$ cat src/rtl/traceback_decoder.sv
// Converts a traceback coordinate stream into alignment ops (match/mismatch/gap) with op counters.
// Define TRACEBACK_SCORE_EN to add a running alignment-score accumulator; otherwise score is tied to 0.
module traceback_decoder #(
   parameter int LENGTH      = 10,
   parameter int CWIDTH      = 2,
   parameter int SWIDTH      = 16,
   parameter int CORD_LENGTH = 8,
   parameter int MATCH       = 1,
   parameter int MISMATCH    = -1,
   parameter int INDEL       = -1
) (
   input  logic                        clk,
   input  logic                        reset,
   input  logic [LENGTH*CWIDTH-1:0]    s1,
   input  logic [LENGTH*CWIDTH-1:0]    s2,
   input  logic                        in_valid,
   output logic                        in_ready,
   input  logic [2*CORD_LENGTH-1:0]    in_coord,
   output logic                        op_valid,
   input  logic                        op_ready,
   output logic [1:0]                  op_code,
   output logic [CWIDTH-1:0]           op_c1,
   output logic [CWIDTH-1:0]           op_c2,
   output logic [CORD_LENGTH:0]        n_match,
   output logic [CORD_LENGTH:0]        n_mismatch,
   output logic [CORD_LENGTH:0]        n_indel,
   output logic signed [SWIDTH-1:0]    score,
   output logic                        done,
   output logic                        error
);

   typedef enum logic [2:0] {
      ST_IDLE,
      ST_HOLD,
      ST_FLUSH,
      ST_DONE,
      ST_ERROR
   } state_e;

   typedef enum logic [1:0] {
      OP_MATCH    = 2'b00,
      OP_MISMATCH = 2'b01,
      OP_GAP_S2   = 2'b10,
      OP_GAP_S1   = 2'b11
   } op_e;

   localparam logic [CORD_LENGTH-1:0] LEN_C  = CORD_LENGTH'(LENGTH);
   localparam logic [CORD_LENGTH-1:0] LAST_C = CORD_LENGTH'(LENGTH - 1);
   localparam logic [CORD_LENGTH-1:0] ONE_C  = CORD_LENGTH'(1);

   state_e state, next_state;

   logic [CORD_LENGTH-1:0] cx, cy, hx, hy, dx, dy;
   logic                   in_range, step_diag, step_top, step_left, step_ok;
   logic                   out_free, accept, new_is_origin;
   logic [CWIDTH-1:0]      held_c1, held_c2;
   logic                   load;
   op_e                    load_code;
   logic [CWIDTH-1:0]      load_c1, load_c2;

   // Constant-index character lookup keeps the select free of variable-width indexing.
   function automatic logic [CWIDTH-1:0] char_at(input logic [LENGTH*CWIDTH-1:0] s,
                                                 input logic [CORD_LENGTH-1:0] idx);
      char_at = '0;
      for (int i = 0; i < LENGTH; i++) begin
         if (idx == CORD_LENGTH'(i)) char_at = s[i*CWIDTH +: CWIDTH];
      end
   endfunction

   assign cx            = in_coord[CORD_LENGTH-1:0];
   assign cy            = in_coord[2*CORD_LENGTH-1:CORD_LENGTH];
   assign dx            = hx - cx;
   assign dy            = hy - cy;
   assign in_range      = (cx < LEN_C) && (cy < LEN_C);
   assign step_diag     = (dx == ONE_C) && (dy == ONE_C);
   assign step_top      = (dx == '0)    && (dy == ONE_C);
   assign step_left     = (dx == ONE_C) && (dy == '0);
   assign step_ok       = in_range && (step_diag || step_top || step_left);
   assign new_is_origin = (cx == '0) && (cy == '0);
   assign held_c1       = char_at(s1, hy);
   assign held_c2       = char_at(s2, hx);

   // The output register is free when empty or being drained this cycle.
   assign out_free = !op_valid || op_ready;
   assign in_ready = !reset && ((state == ST_IDLE) || ((state == ST_HOLD) && out_free));
   assign accept   = in_valid && in_ready;
   assign error    = (state == ST_ERROR);

   always_ff @(posedge clk) begin
      if (reset) state <= ST_IDLE;
      else       state <= next_state;
   end

   // Next-state and op-load decision; every op describes the held coord, never the new one.
   always_comb begin
      next_state = state;
      load       = 1'b0;
      load_code  = OP_MATCH;
      load_c1    = '0;
      load_c2    = '0;
      case (state)
         ST_IDLE: begin
            if (accept) next_state = ((cx == LAST_C) && (cy == LAST_C)) ? ST_HOLD : ST_ERROR;
         end
         ST_HOLD: begin
            if (accept) begin
               if (!step_ok) begin
                  next_state = ST_ERROR;
               end else begin
                  load = 1'b1;
                  if (step_top) begin
                     load_code = OP_GAP_S2;
                     load_c1   = held_c1;
                  end else if (step_left) begin
                     load_code = OP_GAP_S1;
                     load_c2   = held_c2;
                  end else begin
                     load_code = (held_c1 == held_c2) ? OP_MATCH : OP_MISMATCH;
                     load_c1   = held_c1;
                     load_c2   = held_c2;
                  end
                  if (new_is_origin) next_state = ST_FLUSH;
               end
            end
         end
         ST_FLUSH: begin
            if (out_free) begin
               load       = 1'b1;
               load_code  = (held_c1 == held_c2) ? OP_MATCH : OP_MISMATCH;
               load_c1    = held_c1;
               load_c2    = held_c2;
               next_state = ST_DONE;
            end
         end
         default: ;
      endcase
   end

   // Held coord tracks every legally accepted coordinate.
   always_ff @(posedge clk) begin
      if (reset) begin
         hx <= '0;
         hy <= '0;
      end else if (accept && (next_state != ST_ERROR)) begin
         hx <= cx;
         hy <= cy;
      end
   end

   // Output register, op counters and the sticky done flag.
   always_ff @(posedge clk) begin
      if (reset) begin
         op_valid   <= 1'b0;
         op_code    <= '0;
         op_c1      <= '0;
         op_c2      <= '0;
         n_match    <= '0;
         n_mismatch <= '0;
         n_indel    <= '0;
         done       <= 1'b0;
      end else begin
         if (load) begin
            op_valid <= 1'b1;
            op_code  <= load_code;
            op_c1    <= load_c1;
            op_c2    <= load_c2;
            case (load_code)
               OP_MATCH:    n_match    <= n_match + 1'b1;
               OP_MISMATCH: n_mismatch <= n_mismatch + 1'b1;
               default:     n_indel    <= n_indel + 1'b1;
            endcase
         end else if ((next_state == ST_ERROR) || op_ready) begin
            op_valid <= 1'b0;
         end
         if ((state == ST_DONE) && out_free) done <= 1'b1;
      end
   end

`ifdef TRACEBACK_SCORE_EN
   logic signed [SWIDTH-1:0] score_acc;
   logic signed [SWIDTH-1:0] weight;

   always_comb begin
      weight = SWIDTH'(INDEL);
      case (load_code)
         OP_MATCH:    weight = SWIDTH'(MATCH);
         OP_MISMATCH: weight = SWIDTH'(MISMATCH);
         default:     weight = SWIDTH'(INDEL);
      endcase
   end

   // Wraps modulo 2^SWIDTH by construction.
   always_ff @(posedge clk) begin
      if (reset)     score_acc <= '0;
      else if (load) score_acc <= score_acc + weight;
   end

   assign score = score_acc;
`else
   assign score = '0;
`endif

endmodule

$ cat config.mk
export PLATFORM = sky130hd
export DESIGN_NAME = traceback_decoder
export DESIGN_NICKNAME = d
export VERILOG_FILES = /design/src/rtl/traceback_decoder.sv
export SDC_FILE = /design/constraint.sdc
export NUM_CORES = 1
export LEC_CHECK = 0
export CORE_MARGIN = 2
export CORE_UTILIZATION = 48
export CTS_CLUSTER_SIZE = 16
export DETAILED_ROUTE_END_ITERATION = 7
export PLACE_DENSITY = 0.81
export SLEW_MARGIN = 20
export SYNTH_ARGS = -nofsm -noshare
export SYNTH_HDL_FRONTEND = slang
export SYNTH_SLANG_ARGS = --single-unit
$ cat constraint.sdc
create_clock -name clk -period 4.95 [get_ports clk]
set_clock_uncertainty 0.15 [all_clocks]
set_input_delay 0.99 -clock clk [delete_from_list [all_inputs] [get_ports clk]]
set_output_delay 0.99 -clock clk [all_outputs]
set_load 0.02 [all_outputs]
==> results of run 1 <==
==> per-stage QoR <==
stage / util [%] / instance area, µm² / power, mW
floorplan: - / 3908 / 0.5316
global placement: 62.31 / 4840 / 0.5890
detailed placement: 62.31 / 4840 / 0.5919
CTS: 63.82 / 4957 / 0.9052
global route: 63.82 / 4957 / 0.9341
finish: 63.82 / 4957 / 0.9009
==> placed cells by master (no fill, tap or decap), drive strengths merged, types with 3 or more instances in the layout <==
master / n
mux2: 9
xor2: 4
nand3: 21
a21oi: 29
conb: 16
o211ai: 5
nor4: 9
or3: 7
a21o: 4
and3: 7
a31o: 7
nand2: 24
mux4: 4
a221o: 4
ha: 17
xnor2: 11
and2: 14
o31ai: 6
nor2: 32
clkdlybuf4s50: 96
nand2b: 5
clkbuf: 5
nor3b: 4
a22oi: 3
a2111oi: 3
a31oi: 4
or4: 4
or2: 9
nand3b: 5
mux2i: 4
inv: 37
dfxtp: 54
o21ai: 23
buf: 5
nand4: 18
nor2b: 10
nor3: 5
==> cell type report <==
cell class / instances / area share, %
Tap cell: 102 / 2.574
Sequential cell: 54 / 21.81
Multi-Input combinational cell: 359 / 50.38
Timing Repair Buffer: 101 / 20.14
Clock inverter: 3 / 0.9844
Inverter: 36 / 2.726
Clock buffer: 5 / 1.388
==> power groups by stage <==
stage	combinational, mW	clock (mW)	sequential, mW
global placement	0.143	0	0.446
floorplan	0.0867	0	0.445
CTS	0.147	0.322	0.436
finish	0.148	0.317	0.436
detailed placement	0.146	0	0.446
global route	0.160	0.338	0.436
==> routing by layer <==
layer	up-vias	global-route usage, %	wire length, µm
met2	119	39.21	4650
met4	0	7.850	216
met1	1736	29.52	4538
met5	-	0	0
met3	18	3.304	590
li1	1857	-	-
==> critical path, stage by stage <==
cell and delay, ns:
clkdlybuf4s50_1 0.54, ha_1 0.19, inv_1 0.05, fa_1 0.41, xnor2_1 0.19, nand3_1 0.09
nor4_1 0.35, and4b_1 0.37, and4_1 0.27, nor2_1 0.19, or4_1 0.58, mux2_1 0.32
==> worst min-delay path by stage <==
| stage | startpoint | endpoint | slack (ns) | cells past startpoint |
|---|---|---|---|---|
| finish | op_c2[0] | op_c2[0] | 0.33 | 2 |
| global route | op_c2[1] | op_c2[1] | 0.36 | 2 |
| CTS | op_c2[0] | op_c2[0] | 0.33 | 2 |
| detailed placement | op_c2[0] | op_c2[0] | 0.31 | 2 |
| global placement | n_indel[8] | n_indel[8] | 0.30 | 2 |
| floorplan | hx[4] | hx[4] | 0.31 | 1 |
==> flip-flops by register name (all words and copies together) (netlist names) <==
signal	cells
done	1
hx	8
hy	8
n_indel	9
n_match	9
n_mismatch	9
op_c1	2
op_c2	2
op_code	2
op_valid	1
state	3
==> cells by family (layout without fill, tap and decap cells) <==
| logic type | Yosys count | in the layout | share of synthesized area, % |
|---|---|---|---|
| AO/OA/AOI/OAI | 109 | 109 | 20.05 |
| XOR/XNOR | 15 | 15 | 3.606 |
| adder cells (fa/ha/maj) | 19 | 19 | 6.563 |
| buffers and inverters | 69 | 145 | 8.544 |
| flip-flops | 54 | 54 | 28.07 |
| multiplexers | 17 | 17 | 6.011 |
| other | 1 | 16 | 0.09737 |
| AND/OR/NAND/NOR | 183 | 183 | 27.06 |
==> metrics.md, run 1 <==
| Metric | Value |
|---|---|
| Pre-CTS setup slack | 0.1654 ns |
| PortBufs | between 90 and 100 |
| Status | complete, no violations |
| Die ar. | roughly 9000 µm² |
| CORE AREA | 7767 µm² |
| Vias in the first global route | 3,560 |
| Initial core utilization | 49.58% |
| Critical path class | primary input to flop |
| First DRT Iteration DRCs | around 180 |
| Worst Max-Slew Pin Slew | around 0.78 ns |
| DR vias | 3,730 |
| Clk sinks | 54 |
| WL/cell | ~15 µm |
| Largest net degree at the start of global routing | 49 |
| Final net count | between 600 and 700 |
| All-layer global routing usage | about 23% |
| Critical path origin | in_coord[0] |
| Io pins | approximately 110 |
| Cell count after synthesis | ~470 |
| NetSw | around 240 µW |
| Reg2reg start | hx[0] |
| Congestion Overflow GR | 0 |
| Final worst path period share | 90.79% |
| Endpoints failing hold | 0 |
| RSZ-0062 raised after global routing | no |
| Total CTS buffers | 5 |
| First-pass GRT wire length | between 15,000 and 20,000 µm |
| Root Driver | clkbuf_8 |
| Max FO, Critical Path | 15 |
| Worst reg-to-reg setup slack | approximately 0.91 ns |
| Sequential Area | around 1100 µm² |
| Internal | approximately 660 µW |
| Fraction of layout cells with a size suffix above 1 | 9.498% |
| Sequential share of power | 48.4% |
| Top cell type's share of synthesized area | 28.07% |
| Synth Register Bits | 54 |
| Setup crit end kind | flop |
| Clock Latency Late Sink | ~0.32 ns |
| Syn. warnings | 0 |
| Setup bufs post-CTS | 0 |
| Sw frac | about a quarter |
| VDD IR-drop max | about 0.14 mV |
| Startpoint types | primary input |
| Gpl congestion | 0.8653 |
| Clock buffer depth | 2 |
| CP endpoint | n_mismatch[5] |
| Worst Hold Class | flop to flop |
| Top_reg_cell synth | dfxtp_1 |
| Antenna Cells | 0 |
| Post-synth top area cell | dfxtp_1 |
| Synth unique cells | roughly 70 |
| Initial antenna violation count | 0 |
| Drt pass-1 iters | 4 |
| Register area share after synthesis | between 20 and 30% |
| Finished Layout Cells | 660 |
| Setup TNS | 0 ns |
| Post-Route WL | approximately 10000 µm |
| Max-Cap Viols | 0 |
| DRC violations left | 0 |
| Comb power frac | between 10% and 20% |
| Post-synth EDFFs | 0 |
| Hold slack | around 0.33 ns |
| Critical Path RT | 5.02 ns |
| Worst EP arrival | 4.56 ns |
| Post-DRT Antenna Nets | 0 |
| Power Dens Cells | 181.7 nW/µm² |
| Post-CTS resize count | 0 |
| # fillers | roughly 660 |
| Fmax | between 0.2 and 0.25 GHz |
| Post-layout min period | 4.494 ns |
| Via/cell ratio | roughly 5.7 |
| CTS tree | done |
| Die Height | roughly 94 µm |
| Synth Area per Inst | 8.247 µm² |
| Worst-case reg-to-reg path depth | 12 |
| Width of the die | roughly 94 µm |
| Slew HR | 46.58% |
| Post-synth ARST share | 0% |
| Static Leak | roughly 1.9 nW |
| Syn-to-layout area delta | 28.72% |
| Synthesized area | between 3000 and 4000 µm² |
| Synth top cells by count | dfxtp_1 (54), inv_1 (36), nor2_1 (30) |
| Row cnt | 32 |
| Top post-synthesis cells by area | dfxtp_1 (28%), ha_1 (5.5%), a21oi_1 (3.8%), inv_1 (3.5%), buf_4 (3.3%) |
| Worst r2r dst | n_mismatch[5] |
| H-Tree Depth | 2 |
| Max Slew Vio Count | 0 |
| Clock slew at reported path FFs | 0.11 ns |
| Multi-input gate area | 2497 µm² |
| Post-DP HPWL | between 7000 and 8000 µm |
| Clock power share | 35.2% |
| Post-cts hold buffer count | 0 |
| Cells after DPL | between 600 and 700 |
| Most frequent cell after synthesis | dfxtp_1 |
| Final setup vio count | 0 |
| Setup ws final | between 0.4 and 0.5 ns |
(Power assumes the default switching activity.)
==> inputs of run 2 (changes only) <==
--- a/config.mk
+++ b/config.mk
@@ -7,7 +7,6 @@
 export LEC_CHECK = 0
 export CORE_MARGIN = 2
 export CORE_UTILIZATION = 48
-export CTS_CLUSTER_SIZE = 16
 export DETAILED_ROUTE_END_ITERATION = 7
 export PLACE_DENSITY = 0.81
 export SLEW_MARGIN = 20
==> results of run 2 <==
Same layout as run 1: the final DEF is identical, and so are final timing and power.
==> inputs of run 3 (changes only) <==
--- a/config.mk
+++ b/config.mk
@@ -8,7 +8,8 @@
 export CORE_MARGIN = 2
 export CORE_UTILIZATION = 48
 export DETAILED_ROUTE_END_ITERATION = 7
-export PLACE_DENSITY = 0.81
+export MAX_ROUTING_LAYER = met4
+export PLACE_DENSITY = 0.85
 export SLEW_MARGIN = 20
 export SYNTH_ARGS = -nofsm -noshare
 export SYNTH_HDL_FRONTEND = slang
==> metrics.md, run 3 (same netlist as run 1, synthesis figures left out) <==
| Metric | Value |
|---|---|
| Status | complete, no violations |
| PortBufs | 96 |
| Worst reg-to-reg setup slack | between 1 and 1.5 ns |
| Endpoints failing hold | 0 |
| Clk sinks | 54 |
| Post-DP HPWL | between 7000 and 8000 µm |
| Post-DRT Antenna Nets | 0 |
| Worst Hold Class | flop to flop |
| Drt pass-1 iters | 5 |
| Post-CTS resize count | 0 |
| Fin area | 4955 µm² |
| Static Leak | between 1.5 and 2 nW |
| Final setup vio count | 0 |
| Setup bufs post-CTS | 0 |
| Via/cell ratio | between 5 and 6 |
| Critical path class | primary input to flop |
| Worst EP arrival | 4.37 ns |
| Die Height | between 90 and 100 µm |
| Io pins | about 110 |
| Finished Core Util | between 60% and 70% |
| All-layer global routing usage | 23.53% |
| WL/cell | 15.02 µm |
| Initial core utilization | roughly 50% |
| Syn-to-layout area delta | 28.65% |
| DRC violations left | 0 |
| Antenna Cells | 0 |
| Gpl congestion | a little over 0.9 |
| Max-Cap Viols | 0 |
| Max Slew Vio Count | 0 |
| Final net count | 637 |
| First-pass GRT wire length | between 15,000 and 20,000 µm |
| Commonest non-fill, non-tap cell in the layout | clkdlybuf4s50_1 |
| Fmax | 0.2318 GHz |
| Initial antenna violation count | 0 |
| VDD IR-drop max | about 0.11 mV |
| Width of the die | roughly 94 µm |
| Die ar. | around 8800 µm² |
| Startpoint types | primary input |
| Most frequent cells in the layout | clkdlybuf4s50_1 (96), dfxtp_1 (54), inv_1 (36) |
| Power Dens Cells | approximately 180 nW/µm² |
| Max FO, Critical Path | 14 |
| Setup crit end kind | flop |
| Fraction of layout cells with a size suffix above 1 | around a tenth |
| Final worst path period share | 87.16% |
| Critical Path RT | around 5 ns |
| Pre-CTS setup slack | 0.2941 ns |
| Row cnt | 32 |
| Top Registers | n_indel (9), n_match (9), n_mismatch (9) |
| Total CTS buffers | 5 |
| DR vias | 3,707 |
| CORE AREA | 7767 µm² |
| Hold slack | about 0.33 ns |
| Worst Max-Slew Pin Slew | between 0.6 and 0.7 ns |
| Setup TNS | 0 ns |
| Post-layout min period | around 4.3 ns |
| RSZ-0062 raised after global routing | no |
| H-Tree Depth | 2 |
| Clock slew at reported path FFs | ~0.1 ns |
| Root Driver | clkbuf_8 |
| Post-place instance area | 4847 µm² |
| Post-cts hold buffer count | 0 |
| Largest net degree at the start of global routing | 49 |
| Congestion Overflow GR | 0 |
| Post-Route WL | 9914 µm |
| Vias in the first global route | about 3,500 |
| Clock Latency Late Sink | 0.31 ns |
| Slew HR | 54.41% |
| First DRT Iteration DRCs | 138 |
| Setup ws final | about 0.64 ns |
| Clock buffer depth | 2 |
| CTS tree | done |
==> run 3: cell types whose count changed in the layout (fill, tap and decap cells not counted) <==
cell        delta
clkinv_4       +1
clkinvlp_4     -1
buf_4          +1
inv_8          -1
==> run 3: worst max-delay path, cell delays in order <==
cell             delay [ns]
clkdlybuf4s50_1        0.56
ha_1                   0.20
inv_1                  0.06
fa_1                   0.40
xnor2_1                0.19
nand3_1                0.09
nor4_1                 0.32
and4b_1                0.36
and4_1                 0.25
nor2_1                 0.06
buf_4                  0.21
nor4_1                 0.31
mux2_2                 0.37
==> run 3: final cells by class <==
class                      instances  area [µm²]
clock buffer                       5       68.82
clock inverter                     2       38.79
fill                             684        2813
inverter                          36       135.1
multi-input combinational        359        2497
sequential                        54        1081
tap                              102       127.6
timing repair buffer             102        1006
==> run 3: per-stage QoR <==
| step | power (mW) | std cells |
|---|---|---|
| after floorplan | 0.5316 | 482 |
| after global placement | 0.5896 | 653 |
| after detailed placement | 0.5914 | 653 |
| after CTS | 0.8845 | 660 |
| after global routing | 0.9120 | 660 |
| final | 0.8763 | 660 |
==> run 3: path summary, 6_finish.rpt <==
| check | cells after the start | from | to |
|---|---|---|---|
| worst min register to register | 2 | op_c1[1] | op_c1[1] |
| worst min-delay path | 2 | op_c1[1] | op_c1[1] |
| worst max-delay path | 13 | in_coord[0] | n_match[8] |
| worst max register to register | 13 | hx[0] | n_match[8] |
==> run 3: report_power, final <==
part / switching (mW) / leakage, nW / internal (mW)
sequential: 0.00125 / 0.435 / 0.435
clock: 0.145 / 0.0542 / 0.149
combinational: 0.0743 / 1.38 / 0.0725
total: 0.220 / 1.87 / 0.656
==> run 3: layer usage <==
| metal | wire length (µm) | vias to the layer above | track usage (%) | share of wire [%] |
|---|---|---|---|---|
| li1 | - | 1862 | - | - |
| met1 | 4510 | 1715 | 29.83 | 45 |
| met2 | 4803 | 120 | 40.35 | 48 |
| met3 | 505 | 10 | 3.626 | 5.1 |
| met4 | 95 | 0 | 4.348 | 0.96 |
| met5 | 0 | - | - | 0 |
